## config.mk

```make
export PLATFORM = sky130hd
export DESIGN_NAME = tour_cmd_xlate
export DESIGN_NICKNAME = d
export VERILOG_FILES = /design/src/rtl/tour_cmd_xlate.sv
export SDC_FILE = /design/constraint.sdc
export NUM_CORES = 1
export LEC_CHECK = 0
export ABC_AREA = 1
export BUFFER_PORTS_ARGS = -buffer_cell sky130_fd_sc_hd__buf_2
export CORE_MARGIN = 4
export CORE_UTILIZATION = 50
export DETAILED_ROUTE_END_ITERATION = 10
export GPL_ROUTABILITY_DRIVEN = 0
export HOLD_SLACK_MARGIN = 0.06
export PLACE_DENSITY = 0.85
export SYNTH_ARGS = -nofsm -noshare
export SYNTH_HDL_FRONTEND = slang
export SYNTH_SLANG_ARGS = --single-unit
```

## constraint.sdc

```tcl
create_clock -name clk -period 3.6 [get_ports clk]
set_clock_uncertainty 0.1 [all_clocks]
set_input_delay 0.18 -clock clk [delete_from_list [all_inputs] [get_ports clk]]
set_output_delay 0.18 -clock clk [all_outputs]
set_load 0.03 [all_outputs]
```

## src/rtl/tour_cmd_xlate.sv

```systemverilog
// rtl/tour_cmd_xlate.sv - knight-tour move to drive-command translator
// Owns the command path while a solved tour is replayed.
// Each one-hot knight move becomes a vertical command followed by a horizontal one.
// Each command is handed to cmd_proc with a clr_cmd_rdy/send_resp handshake.
// When no tour is active, UART commands pass straight through.
module tour_cmd_xlate (
  input  logic        clk,
  input  logic        rst_n,
  input  logic        start_tour,
  input  logic [7:0]  move,
  output logic [4:0]  mv_indx,
  input  logic [15:0] cmd_UART,
  input  logic        cmd_rdy_UART,
  output logic        clr_cmd_rdy_UART,
  output logic [15:0] cmd,
  output logic        cmd_rdy,
  input  logic        clr_cmd_rdy,
  input  logic        send_resp,
  output logic [7:0]  resp,
  output logic        usurp,
  output logic        tour_err
);

  typedef enum logic [2:0] {
    IDLE  = 3'd0,
    VERT  = 3'd1,
    HOLDV = 3'd2,
    HORZ  = 3'd3,
    HOLDH = 3'd4
  } state_t;

  localparam logic [4:0] LAST_MOVE = 5'd23;
  localparam logic [7:0] RESP_DONE = 8'hA5;
  localparam logic [7:0] RESP_BUSY = 8'h5A;

  state_t      state;
  logic [7:0]  move_q;
  logic        move_ok;
  logic        v_north;
  logic        v_two;
  logic        h_east;
  logic        h_two;
  logic [15:0] vert_cmd;
  logic [15:0] horz_cmd;

  // Decode the move into its vertical and horizontal legs.
  // The vertical leg uses the live memory word.
  // mv_indx is registered, so that word holds steady for the whole VERT state.
  // The horizontal leg uses the copy captured when VERT is left.
  always_comb begin
    move_ok  = (move != 8'h00) && ((move & (move - 8'h01)) == 8'h00);
    v_north  = |(move & 8'b1000_0111);    // b0 b1 b2 b7: dy > 0
    v_two    = |(move & 8'b0011_0011);    // b0 b1 b4 b5: |dy| = 2
    h_east   = |(move_q & 8'b1110_0001);  // b0 b5 b6 b7: dx > 0
    h_two    = |(move_q & 8'b1100_1100);  // b2 b3 b6 b7: |dx| = 2
    vert_cmd = {4'h2, (v_north ? 8'h00 : 8'h7F), (v_two ? 4'd2 : 4'd1)};
    horz_cmd = {4'h3, (h_east ? 8'hBF : 8'h3F), (h_two ? 4'd2 : 4'd1)};
  end

  // Route the command path.
  // In IDLE the UART side passes straight through to cmd_proc.
  // In any other state the translated command is driven, and UART handshakes are blocked.
  // In VERT, cmd_rdy is withheld for an illegal move, so no command is issued.
  always_comb begin
    cmd              = cmd_UART;
    cmd_rdy          = 1'b0;
    clr_cmd_rdy_UART = 1'b0;
    case (state)
      IDLE: begin
        cmd              = cmd_UART;
        cmd_rdy          = cmd_rdy_UART;
        clr_cmd_rdy_UART = clr_cmd_rdy;
      end
      VERT: begin
        cmd     = vert_cmd;
        cmd_rdy = move_ok;
      end
      HOLDV: begin
        cmd = vert_cmd;
      end
      HORZ: begin
        cmd     = horz_cmd;
        cmd_rdy = 1'b1;
      end
      HOLDH: begin
        cmd = horz_cmd;
      end
      default: begin
        cmd     = cmd_UART;
        cmd_rdy = 1'b0;
      end
    endcase
  end

  // Tour sequencer.
  // usurp, resp and tour_err are registered together with the next state.
  // Each state reacts only to the handshake it expects.
  always_ff @(posedge clk) begin
    if (!rst_n) begin
      state    <= IDLE;
      mv_indx  <= 5'd0;
      move_q   <= 8'h00;
      usurp    <= 1'b0;
      resp     <= RESP_DONE;
      tour_err <= 1'b0;
    end else begin
      tour_err <= 1'b0;
      case (state)
        IDLE: begin
          if (start_tour) begin
            state   <= VERT;
            mv_indx <= 5'd0;
            usurp   <= 1'b1;
            resp    <= RESP_BUSY;
          end
        end
        VERT: begin
          if (!move_ok) begin
            state    <= IDLE;
            mv_indx  <= 5'd0;
            usurp    <= 1'b0;
            resp     <= RESP_DONE;
            tour_err <= 1'b1;
          end else if (clr_cmd_rdy) begin
            state  <= HOLDV;
            move_q <= move;
          end
        end
        HOLDV: begin
          if (send_resp) begin
            state <= HORZ;
          end
        end
        HORZ: begin
          if (clr_cmd_rdy) begin
            state <= HOLDH;
            resp  <= (mv_indx == LAST_MOVE) ? RESP_DONE : RESP_BUSY;
          end
        end
        HOLDH: begin
          if (send_resp) begin
            if (mv_indx == LAST_MOVE) begin
              state   <= IDLE;
              mv_indx <= 5'd0;
              usurp   <= 1'b0;
              resp    <= RESP_DONE;
            end else begin
              state   <= VERT;
              mv_indx <= mv_indx + 5'd1;
              resp    <= RESP_BUSY;
            end
          end
        end
        default: begin
          state   <= IDLE;
          mv_indx <= 5'd0;
          usurp   <= 1'b0;
          resp    <= RESP_DONE;
        end
      endcase
    end
  end

endmodule
```

# Word-level counts from Yosys, hierarchy flattened

Cells that the tools add are included.
W data, S select, Z words.

Bitwise logic cells: 3
Muxes and demuxes: 32
Magnitude comparators: 0
Multipliers: 0
Div/mod/pow operators: 0
Reduce and logical (&&, ||, !) cells: 17
Shifts and indexed selects: 0
Equal/unequal tests: 12
Add/sub/neg operators: 2

Operator list:

| operator              | number |
|---|---|
| $mux W8               | 6 |
| $pmux W8 S5           | 1 |
| $pmux W16 S2          | 1 |
| $mux W5               | 4 |
| $pmux W5 S4           | 1 |
| $mux W3               | 6 |
| $reduce_or A4 Y1      | 4 |
| $pmux W3 S5           | 1 |
| $reduce_and A5 Y1     | 3 |
| $ne A2 B2 Y1 const B  | 6 |
| $and A8 B8 Y8         | 1 |
| $logic_not A8 Y1      | 1 |
| $reduce_bool A8 Y1    | 1 |
| $sub A8 B1 Y8 const B | 1 |
| $mux W1               | 7 |
| $mux W7               | 1 |
| $eq A3 B2 Y1 const B  | 2 |
| $reduce_or A2 Y1      | 3 |
| $add A5 B1 Y5 const B | 1 |
| $eq A5 B5 Y1 const B  | 1 |
| $mux W2               | 2 |
| $pmux W1 S4           | 1 |
| $reduce_and A4 Y1     | 1 |
| $eq A3 B1 Y1 const B  | 1 |
| 8 further kinds       | 9 |

Latch bits: 0
Register bits after elaboration: 26
Bits in read-only memories: 0
Memory bits (writable): 0
Word-level logic and storage cells: 72
Input port bits: 30
Memories kept: 0
Output and inout bits: 33

# Logic depth before layout (Yosys ltp)

Depth in word-level cells: 6
Mapped depth: 11
Gate-level depth less buffers: 11

# Worst setup path before layout

Ideal clock, no wire load.

Kind: reg2out
From: register state[1]
To: output port cmd[0]
Required time: 3.320 ns
Slack: 1.868 ns
Stages on the path, launching flop included: 9
Data arrival time: 1.452 ns
Buffers on the path: 2
Path through: dfxtp_1 buf_4 nor3_4 inv_2 nand2_2 nor2_2 buf_6 nand2_1 nand3_1

Cells in the longest elaborated chain, start to end: 3
Elaborated cells on any way between the ends: 7
Classes of those cells: eq/ne (4); mux (1); reduce/logical (2)

RTL lines:

| element                                    | RTL line | text |
|---|---|---|
| start: declaration                         | 36       | `state_t state;` |
| start signal: assignment                   | 100      | `state <= IDLE;` |
| start signal: assignment                   | 111      | `state <= VERT;` |
| start signal: assignment                   | 119      | `state <= IDLE;` |
| $eq A3 B3 Y1, or another cell as far along | 68       | `case (state)` |
| $reduce_or A2 Y1 (no source line)          | --       |  |
| $pmux W16 S2 (*)                           | 68       |  |
| end: declaration                           | 15       | `output logic [15:0] cmd,` |

Mark *: on every way between the ends. The rest lies on a longest branch, timed or not.

# Final worst setup path

From: register state[2]
To: output port cmd[13]

The elaborated chain is that of the path after synthesis.

==> impl_results.md <==
- Outcome: finished, final reports clean
- Clock H-tree levels: 1
- Sequential fraction of the synthesis area: 0.267
- Routed length per placed instance: 11.0 um
- Max incr delay on CP: 0.51 ns
- Final-layout fill cell count: 237
- FF-to-FF End: usurp$_SDFFE_PN0P_
- WL met2: 1600 um
- Met1 wire length: 1450 um
- I/O pin cnt: 63
- Yosys cell types: 32
- Crit-path cells: inv_1 -> nand3_1 -> nand2_1 -> nor2_2 -> inv_1 -> or2_1 -> buf_2
- R2R setup slack: 1.85 ns
- Wirelength, routed: 3330 um
- Initial antenna violation count: 0
- Largest net degree at the start of global routing: 13
- CP Class: reg2out
- Reg-to-reg critical path startpoint: state[1]$_SDFFE_PN0P_
- Area grow syn2layout: 24.2%
- Max IR drop VDD: 0.658 mV
- Post-DR vias/cell: 5.03
- RSZ-0062 raised after global routing: false
- Tot GR Track Use: 0.197
- CP max stage cell: dfxtp_1
- Worst Tran Pin Value: 0.493 ns
- Final setup viols: 0
- Crit path time final: 2.58 ns
- Postcts setup bufs: 0
- Ys Warns: 0
- CP endpoint kind: output port
- F_max: 387 MHz
- Commonest non-fill, non-tap cell in the layout: buf_2
- Worst Path Required: 3.32 ns
- # nets final: 305
- Syn nets: 247
- Via count: 1524
- Critical path startpoint category: flip-flop
- CTS clk-pin slew, worst paths: 0.10 ns
- Post-DRT Antenna Nets: 0
- Area of the mapped netlist: 0.00135 mm2
- N_diodes: 0
- Die width: 60.0 um
- Root buffer cell: clkbuf_4
- Tightest Hold Check Type: in2reg
- Layout cells sized above 1: 0.308
- WHS: 0.0737 ns
- Clock Latency Late Sink: 0.30 ns
- I/O Buffers: 62
- Final Core Density: 0.665
- Worst reg2reg path depth: 8
- Met3 Wirelength: 265 um
- DR DRC count: 0
- Multi-input gate area: 797 um2
- P per Cell Area: 976 mW/mm2
- First-pass GRT wire length: 5620 um
- DRT Pass-1 Iters: 4
- Initial DRC count: 51
- Uppermost layer routed: met4
- Worst path most repeated cell: inv_1
- Slew Viols, Final: 0
- Hold path cells: 3
- Setup tns final: 0 ns
- Die Y: 60.0 um
- Most frequent cells in the layout: 62 x buf_2, 59 x nand2_1, 26 x inv_1, 24 x nor2_1, 19 x nand3_1
- Vias in the first global route: 1352
- Clk sinks: 18
- Die area: 0.00360 mm2
- WHS Endpoint: move_q[3]$_SDFFE_PN0P_
- Final hold vios: 0
- Starting Density: 0.535
- Period utilisation layout: 0.718
- Register area: 360 um2
- Max_slew headroom: 0.670
- Post-DP HPWL: 2690 um
- Syn Area/Cell: 6.25 um2
- Critical path data arrival time: 2.30 ns
- CTS tree: yes
- FP Rows: 18
- DP Area: 0.00161 mm2
- Worst Min Path Start: move[3]
- Post-layout worst setup margin: 1.02 ns
- LEAKAGE: 0.000912 uW
- Layout Cell Area excl Fill: 0.00168 mm2
- GR Overflow Total: 0
- CTS buffer count: 3
- Crit-path max FO: 12
- Cell count after synthesis: 216
- # Max-Cap Violations: 0
- Core footprint: 0.00252 mm2
- Number of synthesized register bits: 18
- Dpl ws: 1.38 ns
- Clock buffer depth: 2
[power breakdown]
group | internal (uW) | switching (uW)
combinational | 341 | 866
clock | 61.8 | 64.3
sequential | 243 | 59.9
total | 646 | 991
[worst max-delay path, delay by kind of cell (launching register included)]
kind	cells	cell delay [ns]
buf+inv	3	0.52
flops	1	0.51
simple gates	4	0.98
[what timing repair did]
action | in CTS | in global routing
hold buffers | 3 | 0
endpoints found under the hold margin | 4 | 0
gates resized for setup | 0 | 0
[per-layer routing]
layer | global-route usage | up-vias
met1 | 0.244 | 657
met5 | 0 | -
met2 | 0.340 | 53
li1 | - | 811
met4 | 0.0348 | 0
met3 | 0.0583 | 3
[flip-flops by register name, indices dropped and copies added, names as in the netlist]
register  cells
move_q        6
mv_indx       5
state         3
resp          2
tour_err      1
usurp         1
[worst max path at each step]
stage | startpoint | endpoint | slack (ns) | cells after the start
after global routing | state[2]$_SDFFE_PN0P_ | cmd[13] | 0.82 | 7
after floorplan | state[1]$_SDFFE_PN0P_ | cmd[0] | 1.87 | 8
after global placement | state[2]$_SDFFE_PN0P_ | cmd[13] | 1.46 | 7
after detailed placement | state[2]$_SDFFE_PN0P_ | cmd[13] | 1.38 | 7
final | state[2]$_SDFFE_PN0P_ | cmd[13] | 1.02 | 7
after CTS | state[2]$_SDFFE_PN0P_ | cmd[13] | 1.04 | 7
[cell families (layout without fill, tap and decap cells)]
| logic type | count (synthesis) | after routing | share of synthesized area |
|---|---|---|---|
| adder cells (fa/ha/maj) | 1 | 1 | 0.00927 |
| buffers and inverters | 40 | 97 | 0.143 |
| XOR/XNOR | 1 | 1 | 0.00649 |
| AO/OA/AOI/OAI | 21 | 21 | 0.0964 |
| AND/OR/NAND/NOR | 135 | 135 | 0.478 |
| flip-flops | 18 | 18 | 0.267 |
[layout make-up]
type                    instances  share of cell area
well taps                      30              0.0224
inverters                      28              0.0627
repair buffers                 65               0.203
multi-input cells             158               0.475
flip-flops and latches         18               0.215
clock buffers                   4              0.0216
[stage by stage]
step                power, uW  cells
floorplan                1300    216
detailed placement       1510    296
finish                   1640    303
global route             1760    303
CTS                      1640    303
global placement         1500    296
[cell usage after synthesis]
cell	n	area share
a21oi_1	14	0.052
a21oi_4	1	0.012
a31oi_1	1	0.0046
a32o_1	1	0.0074
buf_2	1	0.0037
buf_4	7	0.039
buf_6	2	0.017
clkbuf_1	2	0.0056
dfxtp_1	18	0.27
ha_1	1	0.0093
inv_1	26	0.072
inv_2	2	0.0056
nand2_1	59	0.16
nand2_2	4	0.019
nand2_4	1	0.0083
nand3_1	19	0.070
nand3_2	1	0.0074
nand3_4	1	0.013
nand3b_1	1	0.0056
nand4_1	9	0.042
nor2_1	24	0.067
nor2_2	4	0.019
nor2_4	1	0.0083
nor3_1	6	0.022
nor3_2	1	0.0074
nor3_4	1	0.012
nor4_1	1	0.0046
o211ai_2	1	0.0093
o21ai_0	1	0.0037
o21ai_1	2	0.0074
or2_1	2	0.0093
xor2_1	1	0.0065
Power figures use the tool's default switching activity.
